File: src/rtl/alu_64.sv
// alu_64 -- 64-bit integer ALU for the Y86-64 execute stage.
//
// Computes add / sub / and / xor of two signed 64-bit operands and reports
// signed overflow, zero and sign indicators alongside the result.
//
// Ports:
//   clk        in   1   rising-edge clock
//   rst        in   1   synchronous, active-high reset
//   valid_in   in   1   opcode/operands valid this cycle
//   opcode     in   2   00 add, 01 sub, 10 and, 11 xor
//   a, b       in   64  signed operands
//   valid_out  out  1   res and flags valid
//   res        out  64  result
//   overflow   out  1   signed overflow (add/sub only)
//   zero       out  1   res == 0
//   sign       out  1   res[63]
//
// Build option: define ALU_64_COMB_OUT_EN for purely combinational outputs
// (zero latency, valid_out = valid_in, clk/rst ignored). Default build
// registers the outputs with one cycle of latency.

module alu_64 (
  input  logic        clk,
  input  logic        rst,
  input  logic        valid_in,
  input  logic [1:0]  opcode,
  input  logic [63:0] a,
  input  logic [63:0] b,
  output logic        valid_out,
  output logic [63:0] res,
  output logic        overflow,
  output logic        zero,
  output logic        sign
);

  // Subtract reuses the adder: a + ~b + 1.
  logic        w_sub;
  logic [63:0] w_b_op;
  logic [63:0] w_sum;
  logic [63:0] w_res;
  logic        w_ovf;

  assign w_sub  = (opcode == 2'b01);
  assign w_b_op = w_sub ? ~b : b;
  assign w_sum  = a + w_b_op + {63'd0, w_sub};

  always_comb begin
    w_res = w_sum;
    case (opcode)
      2'b10:   w_res = a & b;
      2'b11:   w_res = a ^ b;
      default: w_res = w_sum;
    endcase
  end

  // With the effective operand (~b for sub), both add and sub overflow
  // reduce to: operands agree in sign and the sum's sign differs.
  assign w_ovf = ~opcode[1] & (a[63] == w_b_op[63]) & (w_sum[63] != a[63]);

`ifdef ALU_64_COMB_OUT_EN

  logic w_unused;
  assign w_unused = &{1'b0, clk, rst};

  assign valid_out = valid_in;
  assign res       = w_res;
  assign overflow  = w_ovf;
  assign zero      = (w_res == 64'd0);
  assign sign      = w_res[63];

`else

  logic [63:0] r_res;
  logic        r_ovf;
  logic        r_zero;
  logic        r_vld;

  always_ff @(posedge clk) begin
    if (rst) begin
      r_res  <= 64'd0;
      r_ovf  <= 1'b0;
      r_zero <= 1'b1;
      r_vld  <= 1'b0;
    end else begin
      r_vld <= valid_in;
      // Result and flags hold when no operation is presented.
      if (valid_in) begin
        r_res  <= w_res;
        r_ovf  <= w_ovf;
        r_zero <= (w_res == 64'd0);
      end
    end
  end

  assign valid_out = r_vld;
  assign res       = r_res;
  assign overflow  = r_ovf;
  assign zero      = r_zero;
  assign sign      = r_res[63];

`endif

endmodule

File: config.mk
export PLATFORM = sky130hd
export DESIGN_NAME = alu_64
export DESIGN_NICKNAME = d
export VERILOG_FILES = /design/src/rtl/alu_64.sv
export SDC_FILE = /design/constraint.sdc
export NUM_CORES = 1
export LEC_CHECK = 0
export ABC_AREA = 1
export CELL_PAD_IN_SITES_DETAIL_PLACEMENT = 0
export CELL_PAD_IN_SITES_GLOBAL_PLACEMENT = 1
export CORE_ASPECT_RATIO = 1.4
export CORE_MARGIN = 2
export CORE_UTILIZATION = 37
export CTS_CLUSTER_DIAMETER = 80
export DETAILED_ROUTE_END_ITERATION = 10
export GPL_ROUTABILITY_DRIVEN = 0
export GPL_TIMING_DRIVEN = 0
export PLACE_DENSITY = 0.86
export SLEW_MARGIN = 15
export SYNTH_ARGS = -nofsm -noshare
export SYNTH_HDL_FRONTEND = slang
export SYNTH_SLANG_ARGS = --single-unit
File: constraint.sdc
create_clock -name clk -period 3.8 [get_ports clk]
set_input_delay 0.76 -clock clk [delete_from_list [all_inputs] [get_ports clk]]
set_output_delay 0.76 -clock clk [all_outputs]
set_load 0.01 [all_outputs]
==> flow_summary.json, run 1 <==
{
  "drv_slew": 0,
  "cp.arrival_ns": 3.92,
  "cp.required_ns": 4.09,
  "fin_crit_sh_pct": 95.7,
  "hold_viol": 0,
  "gr-total-overflow": 0,
  "cp_cell_sequence": "clkdlybuf4s50_1, xor2_2, fa_2, inv_2, nand2_1, a21oi_2, nand2_1, nand3_2, nand2_1, nand2_2, nand2_1, nand3_1, nand2_1, inv_1, nand2_1, nor2_1, nand2_1, nor2_1, nand3_1, nor2_1, nand3_1, nand2_1",
  "synth_common_cells": "nand2_1, inv_1, nor2_1",
  "worstSetupStartpointType": "primary input",
  "p_per_area_mw_per_mm2": 296,
  "fin_skew_ns": 0,
  "syn_inst": 1877,
  "clock-sinks": 67,
  "cpPeakStageDelay_ns": 0.49,
  "final_util_pct": 51.1,
  "wire_per_inst_um": 18.6,
  "fin_cells": 2498,
  "clk_latency_ns": 0.34,
  "drt_iter0_drc": 830,
  "clkTransAtPathRegs_ns": 0.06,
  "path_class": "primary input to flip-flop",
  "cts_made_buffers": 9,
  "place_worst_setup_slack_ns": -1.87,
  "yosysWarnings": 0,
  "synth_ff_type": "dfxtp_1",
  "total_power_uw": 4290,
  "port_buffers": 199,
  "drc_errors": 0,
  "drive_gt1_share_pct": 12.2,
  "fin_nets": 2379,
  "ys_seq_area_share_pct": 12.5,
  "cts_root_buf": "clkbuf_16",
  "dieArea_sq_mm": 0.0304,
  "cp_common_cell": "nand2_1",
  "ant_nets": 0,
  "htreeDepth": 3,
  "grt_usage_pct": 29.5,
  "dp_cells": 2451,
  "yosysMostFrequentCell": "nand2_1",
  "dr_total_vias": 13100,
  "period_minus_slack_ns": 3.64,
  "place_hpwl_mm": 38.6,
  "synth_top_area_cell": "nand2_1",
  "syn-cell-area_sq_mm": 0.0107,
  "cp_slowest_cell": "clkdlybuf4s50_1",
  "setup_viol": 0,
  "diodes": 0,
  "grt_max_degree": 14,
  "vdd_drop_max_mv": 0.185,
  "p_leak_uw": 0.00705,
  "clockBufferDepth": 2,
  "area_growth_pct": 35.4,
  "die_y_um": 205,
  "postSynthNetCount": 2138,
  "num_rows": 73,
  "cts_tree": "built",
  "boundaryPins": 201,
  "synth_top_area_share_pct": 19.1,
  "wl_mm": 46.6,
  "dr.pass1.iters": 6,
  "synth.avg_cell_area_sq_um": 5.71,
  "dieWidth_um": 148,
  "maxSlewHeadroom_pct": 42.1,
  "grt_pass1_wl_mm": 68.1,
  "grt_pass1_vias": 12600,
  "hold_class": "flip-flop to flip-flop",
  "antenna_found_initial": 0,
  "outcome": "completed",
  "start_util_pct": 37.7,
  "async_reset_ff_share_pct": 0,
  "crit_path_end_kind": "flip-flop",
  "fmax_mhz": 275,
  "setup_slack_ns": 0.164,
  "synthDistinctLibCells": 44,
  "synth_area_leaders": "nand2_1, ha_1, dfxtp_1",
  "holdWs_ns": 0.493,
  "crit_fanout": 3,
  "core_area_sq_mm": 0.0284,
  "synth_edf_count": 0,
  "worst_pin_slew_ns": 0.869,
  "maxCapViolCount": 0,
  "via_per_inst": 5.26,
  "ys_ff_latch": 67
}
placed cells by master, fill, tap and decap left out, drive strengths merged, types with 52 or more instances in the layout:
| master | Yosys | routed |
|---|---|---|
| a21oi | 84 | 84 |
| a22o | 59 | 59 |
| buf | 21 | 52 |
| clkdlybuf4s50 | 0 | 195 |
| dfxtp | 67 | 67 |
| ha | 127 | 127 |
| inv | 351 | 353 |
| nand2 | 553 | 553 |
| nand3 | 160 | 160 |
| nor2 | 166 | 166 |
| o21ai | 91 | 91 |
| xnor2 | 64 | 64 |
metal layers:
metal | track usage (%) | vias up | wire length, um
li1 | - | 6502 | -
met1 | 31.1 | 5961 | 17200
met2 | 54.1 | 495 | 22800
met3 | 3.10 | 174 | 2360
met4 | 21.5 | 0 | 4240
met5 | 0 | - | 0
worst paths after layout:
path                 from      end  slack, ns  depth (start not counted)
setup / recovery     b[1]     zero       0.16                         22
hold / removal    res[58]  res[58]       0.49                          2
hold reg to reg   res[58]  res[58]       0.49                          2
setup reg to reg  res[59]  res[59]       3.07                          2
cell type report:
type,count,area (sq um)
fillers,3009,13900
multi-input cells,1411,8500
repair buffers,230,2250
flip-flops and latches,67,1340
inverters,353,1330
well taps,375,469
plain buffers,46,289
clock buffers,9,225
clock inverters,7,100
sequential cells by signal, indices dropped and copies added (netlist names):
register	flops
res	64
overflow	1
valid_out	1
zero	1
what timing repair did:
item,4_1_cts,5_1_grt
gates resized for setup,103,146
pin swaps,22,37
setup buffers,13,17
endpoints found under the setup margin,62,9
hold buffers,0,0
cloned,0,1
power breakdown:
part           switching, uW  leakage [uW]  internal, uW
clock                    344      0.000160           580
sequential              46.2      0.000553           769
combinational           1580       0.00633           979
per-stage QoR:
stage	cell area, sq um	TNS (ns)
2_1_floorplan	10700	0
3_3_place_gp	13200	-65.29
3_5_place_dp	13200	-67.07
4_1_cts	13900	0
5_1_grt	14500	-0.0558
6_report	14500	0
kinds of logic (layout without fill, tap and decap cells):
| group | count (synthesis) | after routing | share of synthesized area [%] |
|---|---|---|---|
| buffers and inverters | 399 | 645 | 14.1 |
| and+or+nand+nor | 939 | 939 | 37.1 |
| DFF | 67 | 67 | 12.5 |
| adders and majority gates | 128 | 128 | 15.0 |
| AOI/OAI and AO/OA | 278 | 278 | 15.9 |
| xor gates and xnor gates | 66 | 66 | 5.40 |
worst max-delay path: cells and delay by family:
| kind | cells | cell delay, ns |
|---|---|---|
| AND/OR/NAND/NOR | 16 | 1.59 |
| adder cells (fa/ha/maj) | 1 | 0.40 |
| XOR/XNOR | 1 | 0.23 |
| AO/OA/AOI/OAI | 1 | 0.23 |
| buffers and inverters | 3 | 0.71 |
Note: power is estimated with default switching activity, not from simulation.
==> inputs of run 2 (changes only) <==
--- a/config.mk
+++ b/config.mk
@@ -16,6 +16,7 @@
 export GPL_ROUTABILITY_DRIVEN = 0
 export GPL_TIMING_DRIVEN = 0
 export PLACE_DENSITY = 0.86
+export SETUP_SLACK_MARGIN = 0.2
 export SLEW_MARGIN = 15
 export SYNTH_ARGS = -nofsm -noshare
 export SYNTH_HDL_FRONTEND = slang
==> run 2 against run 1 <==
Critical path depth is 2 higher. Worst setup slack improved by 0.17 ns. Design area grew 6.8%. Utilization grew 3.5 points. Non-clock buffer count up 24. Critical endpoint unchanged.
==> flow_summary.json, run 2 (synthesis results as in run 1) <==
{
  "hold_buffers": 0,
  "diodes": 0,
  "place_worst_setup_slack_ns": -1.87,
  "dieArea_sq_mm": 0.0304,
  "dp_cells": 2451,
  "clk_latency_ns": 0.34,
  "grt_use_met1_pct": 31.4,
  "grt_use_met3_pct": 3.26,
  "cpPeakStageDelay_ns": 0.34,
  "rsz0062_at_grt": "no",
  "final_cell_mix": "nand2_1, inv_1, clkdlybuf4s50_1",
  "cp_common_cell": "nand2_1",
  "cts_made_buffers": 9,
  "hold_class": "flip-flop to flip-flop",
  "vdd_drop_max_mv": 0.188,
  "grt_use_met2_pct": 54.7,
  "worstSetupStartpointType": "primary input",
  "hold_viol": 0,
  "p_leak_uw": 0.00735,
  "cts_tree": "built",
  "fin_crit_sh_pct": 91.3,
  "antenna_found_initial": 0,
  "maxSlewHeadroom_pct": 39.6,
  "dr.pass1.iters": 5,
  "dr_total_vias": 13500,
  "cp.required_ns": 4.09,
  "dieWidth_um": 148,
  "clock-sinks": 67,
  "crit_path_end_kind": "flip-flop",
  "drv_slew": 0,
  "setup_viol": 0,
  "boundaryPins": 201,
  "clockBufferDepth": 2,
  "path_class": "primary input to flip-flop",
  "drc_errors": 0,
  "cp_top_family": "simple AND/OR/NAND/NOR gates",
  "maxCapViolCount": 0,
  "largest_reg_flops": 64,
  "crit_cells": 24,
  "ant_nets": 0,
  "area_growth_pct": 44.6,
  "endpoint": "zero",
  "grt_pass1_wl_mm": 69.0,
  "outcome": "completed",
  "fin_nets": 2403,
  "via_per_inst": 5.34,
  "finalSetupTns_ns": 0,
  "mostFrequentLayoutCell": "nand2_1",
  "grt_max_degree": 14,
  "r2r-end": "res[59]",
  "clkTransAtPathRegs_ns": 0.06,
  "period_minus_slack_ns": 3.47,
  "p_per_area_mw_per_mm2": 296,
  "drt_iter0_drc": 937,
  "fmax_mhz": 288,
  "final_util_pct": 54.6,
  "drive_gt1_share_pct": 20.7,
  "die_y_um": 205,
  "num_rows": 73,
  "cp_slowest_cell": "ha_2",
  "htreeDepth": 3,
  "port_buffers": 199,
  "crit_start": "opcode[1]",
  "grt_pass1_vias": 12700,
  "busiest_layer": "met2",
  "place_hpwl_mm": 38.6,
  "start_util_pct": 37.7,
  "fin_skew_ns": 0,
  "grt_usage_pct": 29.9,
  "core_area_sq_mm": 0.0284,
  "reg2reg_depth": 2,
  "rrSetupSlack_ns": 3.07,
  "cp.arrival_ns": 3.76,
  "wire_per_inst_um": 18.9,
  "crit_buf_inv": 5,
  "crit_fanout": 7,
  "worst_pin_slew_ns": 0.905,
  "rr_startpoint": "res[59]",
  "cts_root_buf": "clkbuf_16",
  "cp_cell_sequence": "buf_12, inv_8, nand2_8, buf_12, clkbuf_16, xnor2_1, ha_2, nand2_1, nand2_1, a21oi_2, nand2_4, nand2_1, nand3_4, nor2_1, o21bai_2, inv_1, nand2_1, nor2_1, nand2_1, nor2_1, nand3_2, nor2_1, nand3_1, nand2_1",
  "wl_mm": 47.7,
  "fin_cells": 2522,
  "setup_slack_ns": 0.331,
  "gr-total-overflow": 0
}
[run 2: cell types whose count changed in the layout (fill, tap and decap cells not counted), sizes merged]
cell / before / now
buf: 52 / 76
clkdlybuf4s50: 195 / 194
dlygate4sd2: 0 / 1
[run 2: repair_timing]
item                                    4_1_cts  5_1_grt
endpoints found under the setup margin       63        8
pin swaps                                    35      113
endpoints found under the hold margin         0        0
setup buffers                                24       29
resized for setup                           142      329
gates cloned                                  1        1
[run 2: area by class of cell]
cell class                      instances  area, sq um
Clock buffer                            9          225
Fill cell                            2895        12900
Tap cell                              375          469
Clock inverter                          7          100
Multi-Input combinational cell       1411         9290
Timing Repair Buffer                  254         2460
Sequential cell                        67         1340
Buffer                                 46          275
Inverter                              353         1330
[run 2: metal layers]
layer	wire length, um	part of all wire, %
met1	17300	36
met3	2460	5.2
met4	4240	8.9
met2	23700	50
met5	0	0
[run 2: how the worst min path moves through the flow]
stage	start	end	slack [ns]	cells after the start
floorplan	res[61]	res[61]	0.49	2
global placement	overflow	overflow	0.47	2
detailed placement	overflow	overflow	0.47	2
CTS	overflow	overflow	0.49	2
global route	res[58]	res[58]	0.52	2
finish	overflow	overflow	0.49	2
[run 2: through the flow]
step                area [sq um]  power (uW)  hold WS (ns)
finish                     15500        4580         0.493
global route               15500        4840         0.516
CTS                        14100        4150         0.491
detailed placement         13200        3070         0.474
global placement           13200        3050         0.466
floorplan                  10700        2200         0.495
[run 2: where the power goes]
| part | internal, uW | switching (uW) | leakage, uW |
|---|---|---|---|
| Sequential | 769 | 46.1 | 0.000553 |
| Combinational | 1110 | 1730 | 0.00664 |
| Clock | 580 | 352 | 0.000160 |
| Total | 2460 | 2120 | 0.00735 |
[run 2: worst reg2reg max path, cell delays in order (launching register included)]
cell and delay, ns:
dfxtp_1 0.36, o21ai_0 0.10, a31oi_1 0.19
==> inputs of run 3 (changes only) <==
--- a/config.mk
+++ b/config.mk
@@ -13,7 +13,6 @@
 export CORE_UTILIZATION = 37
 export CTS_CLUSTER_DIAMETER = 80
 export DETAILED_ROUTE_END_ITERATION = 10
-export GPL_ROUTABILITY_DRIVEN = 0
 export GPL_TIMING_DRIVEN = 0
 export PLACE_DENSITY = 0.86
 export SETUP_SLACK_MARGIN = 0.2
==> run 3 against run 2 <==
First-iteration DRC count is 19% lower. Wire length is 7.5% higher. Design area is 4.1% higher. Utilization is 2.2 points higher. Die area stayed put. Cell count is 0.79% higher. Register-to-register slack hardly changed. Via count is 0.44% higher. Critical path depth is 2 lower. Flip-flop and latch count stayed put. Clock skew stayed put.
==> flow_summary.json, run 3 (synthesis results as in run 1) <==
{
  "outcome": "completed",
  "grt_pass1_wl_mm": 71.6,
  "drc_errors": 0,
  "area_growth_pct": 50.6,
  "mostFrequentLayoutCell": "nand2_1",
  "finalSetupTns_ns": 0,
  "p_switching_uw": 2260,
  "period_minus_slack_ns": 3.48,
  "p_sw_share_pct": 47.5,
  "place_hpwl_mm": 41.3,
  "die_y_um": 205,
  "worstSetupStartpointType": "primary input",
  "clockBufferDepth": 2,
  "cp.required_ns": 4.09,
  "largest_reg_flops": 64,
  "cp_common_cell": "buf_12",
  "boundaryPins": 201,
  "via_per_inst": 5.32,
  "dieArea_sq_mm": 0.0304,
  "start_util_pct": 37.7,
  "p_per_area_mw_per_mm2": 295,
  "vdd_drop_max_mv": 0.202,
  "hold_class": "flip-flop to flip-flop",
  "dr.pass1.iters": 5,
  "comb_power_share_pct": 64.1,
  "drive_gt1_share_pct": 24.4,
  "hp-start": "overflow",
  "p_leak_uw": 0.00763,
  "clkTransAtPathRegs_ns": 0.06,
  "num_rows": 73,
  "post_dp_cell_area_sq_mm": 0.0132,
  "path_class": "primary input to flip-flop",
  "grt_max_degree": 15,
  "worst_pin_slew_ns": 1.01,
  "diodes": 0,
  "cts_root_buf": "clkbuf_16",
  "final_cell_mix": "nand2_1, inv_1, clkdlybuf4s50_1",
  "cp.arrival_ns": 3.78,
  "clock-sinks": 67,
  "power_frac_clock_pct": 18.8,
  "maxSlewHeadroom_pct": 32.6,
  "whs_endpoint": "overflow",
  "design_area_sq_mm": 0.0161,
  "fill_cells": 2842,
  "fin_crit_sh_pct": 91.6,
  "hold_buffers": 0,
  "dr_total_vias": 13500,
  "wire_per_inst_um": 20.2,
  "dieWidth_um": 148,
  "grt_pass1_vias": 12900,
  "ant_nets": 0,
  "place_worst_setup_slack_ns": -2.07,
  "hold_path_depth": 2,
  "cpPeakStageDelay_ns": 0.34,
  "rsz0062_at_grt": "no",
  "grt_usage_pct": 31.4,
  "drt_iter0_drc": 760,
  "drv_slew": 0,
  "gr-total-overflow": 0,
  "clk_latency_ns": 0.34,
  "setup_slack_ns": 0.318,
  "reg2reg_depth": 2,
  "crit_fanout": 7,
  "cp_cell_sequence": "buf_12, inv_8, nand2_8, buf_12, buf_12, buf_12, buf_6, xnor2_1, ha_2, a21oi_2, o21ai_0, a21oi_1, nand2_1, nor2_2, nand3_1, nand3_1, nand2_1, nor2_1, nand3_1, nor2_2, nand3_2, nand2_1",
  "wl_mm": 51.3,
  "fmax_mhz": 287,
  "htreeDepth": 3,
  "core_area_sq_mm": 0.0284,
  "port_buffers": 199,
  "hold_viol": 0,
  "routabilityCongestion": 1.01,
  "antenna_found_initial": 0,
  "fin_skew_ns": 0,
  "seq_power_share_pct": 17.1,
  "rrSetupSlack_ns": 3.07,
  "cts_tree": "built",
  "setup_viol": 0,
  "cellInternalPower_uw": 2490,
  "rr_startpoint": "res[34]",
  "r2r-end": "res[34]",
  "fin_nets": 2423,
  "maxCapViolCount": 0,
  "cp_slowest_cell": "ha_2",
  "crit_path_end_kind": "flip-flop",
  "cts_made_buffers": 9
}
-- run 3: cell count changes in the layout (fill, tap and decap cells not counted), moves of 9 or more --
cell,previous run,this run
ha_2,33,24
xnor2_2,4,13
nand2_2,85,102
a21oi_1,45,35
buf_4,51,64
ha_4,8,17
xnor2_1,60,51
nand2_1,441,414
-- run 3: worst max-delay path by stage --
stage               from    to  slack (ns)  depth (start not counted)
6_report       opcode[1]  zero        0.32                         22
3_3_place_gp   opcode[1]  zero       -2.12                         23
4_1_cts        opcode[0]  zero        0.19                         26
3_5_place_dp   opcode[1]  zero       -2.07                         23
5_1_grt        opcode[1]  zero        0.16                         25
2_1_floorplan  opcode[1]  zero        0.36                         24
-- run 3: per-layer routing --
layer,vias up,global-route usage (%),part of all wire [%]
li1,6597,-,-
met1,6218,31.7,35
met2,524,60.2,51
met3,176,2.73,4.8
met4,0,22.1,9.0
met5,-,0,0
-- run 3: per-stage QoR --
stage                     util, %  power, uW  instances  hold slack, ns
after floorplan                 -       2200       1877           0.495
after global placement       46.4       3110       2451           0.465
after detailed placement     46.4       3130       2451           0.463
after CTS                    49.5       4170       2487           0.475
after global routing         56.8       5010       2542           0.507
final                        56.8       4750       2542           0.475
-- run 3: worst max-delay path: cells and delay by family --
kind / cells / cell delay [ns]
AOI/OAI and AO/OA: 3 / 0.60
and+or+nand+nor: 11 / 1.10
buffers and inverters: 6 / 0.80
adders and majority gates: 1 / 0.34
xor gates and xnor gates: 1 / 0.16
-- run 3: timing repair --
item,4_1_cts,5_1_grt
cloned,0,2
gates resized for setup,152,414
pin swaps,25,152
buffers inserted,20,53
endpoints found under the setup margin,63,10
-- run 3: power by group through the flow --
stage	Combinational, uW	Clock (uW)	Sequential (uW)
after floorplan	1350	0	844
after global placement	2280	0	827
after detailed placement	2300	0	827
after CTS	2460	895	812
after global routing	3270	927	818
final	3050	892	812
-- run 3: layout make-up --
class | instances | area [sq um] | area share, %
Buffer | 46 | 285 | 1.77
Clock buffer | 9 | 225 | 1.40
Clock inverter | 7 | 83.8 | 0.520
Inverter | 353 | 1340 | 8.28
Multi-Input combinational cell | 1411 | 9730 | 60.3
Sequential cell | 67 | 1340 | 8.32
Tap cell | 375 | 469 | 2.91
Timing Repair Buffer | 274 | 2660 | 16.5
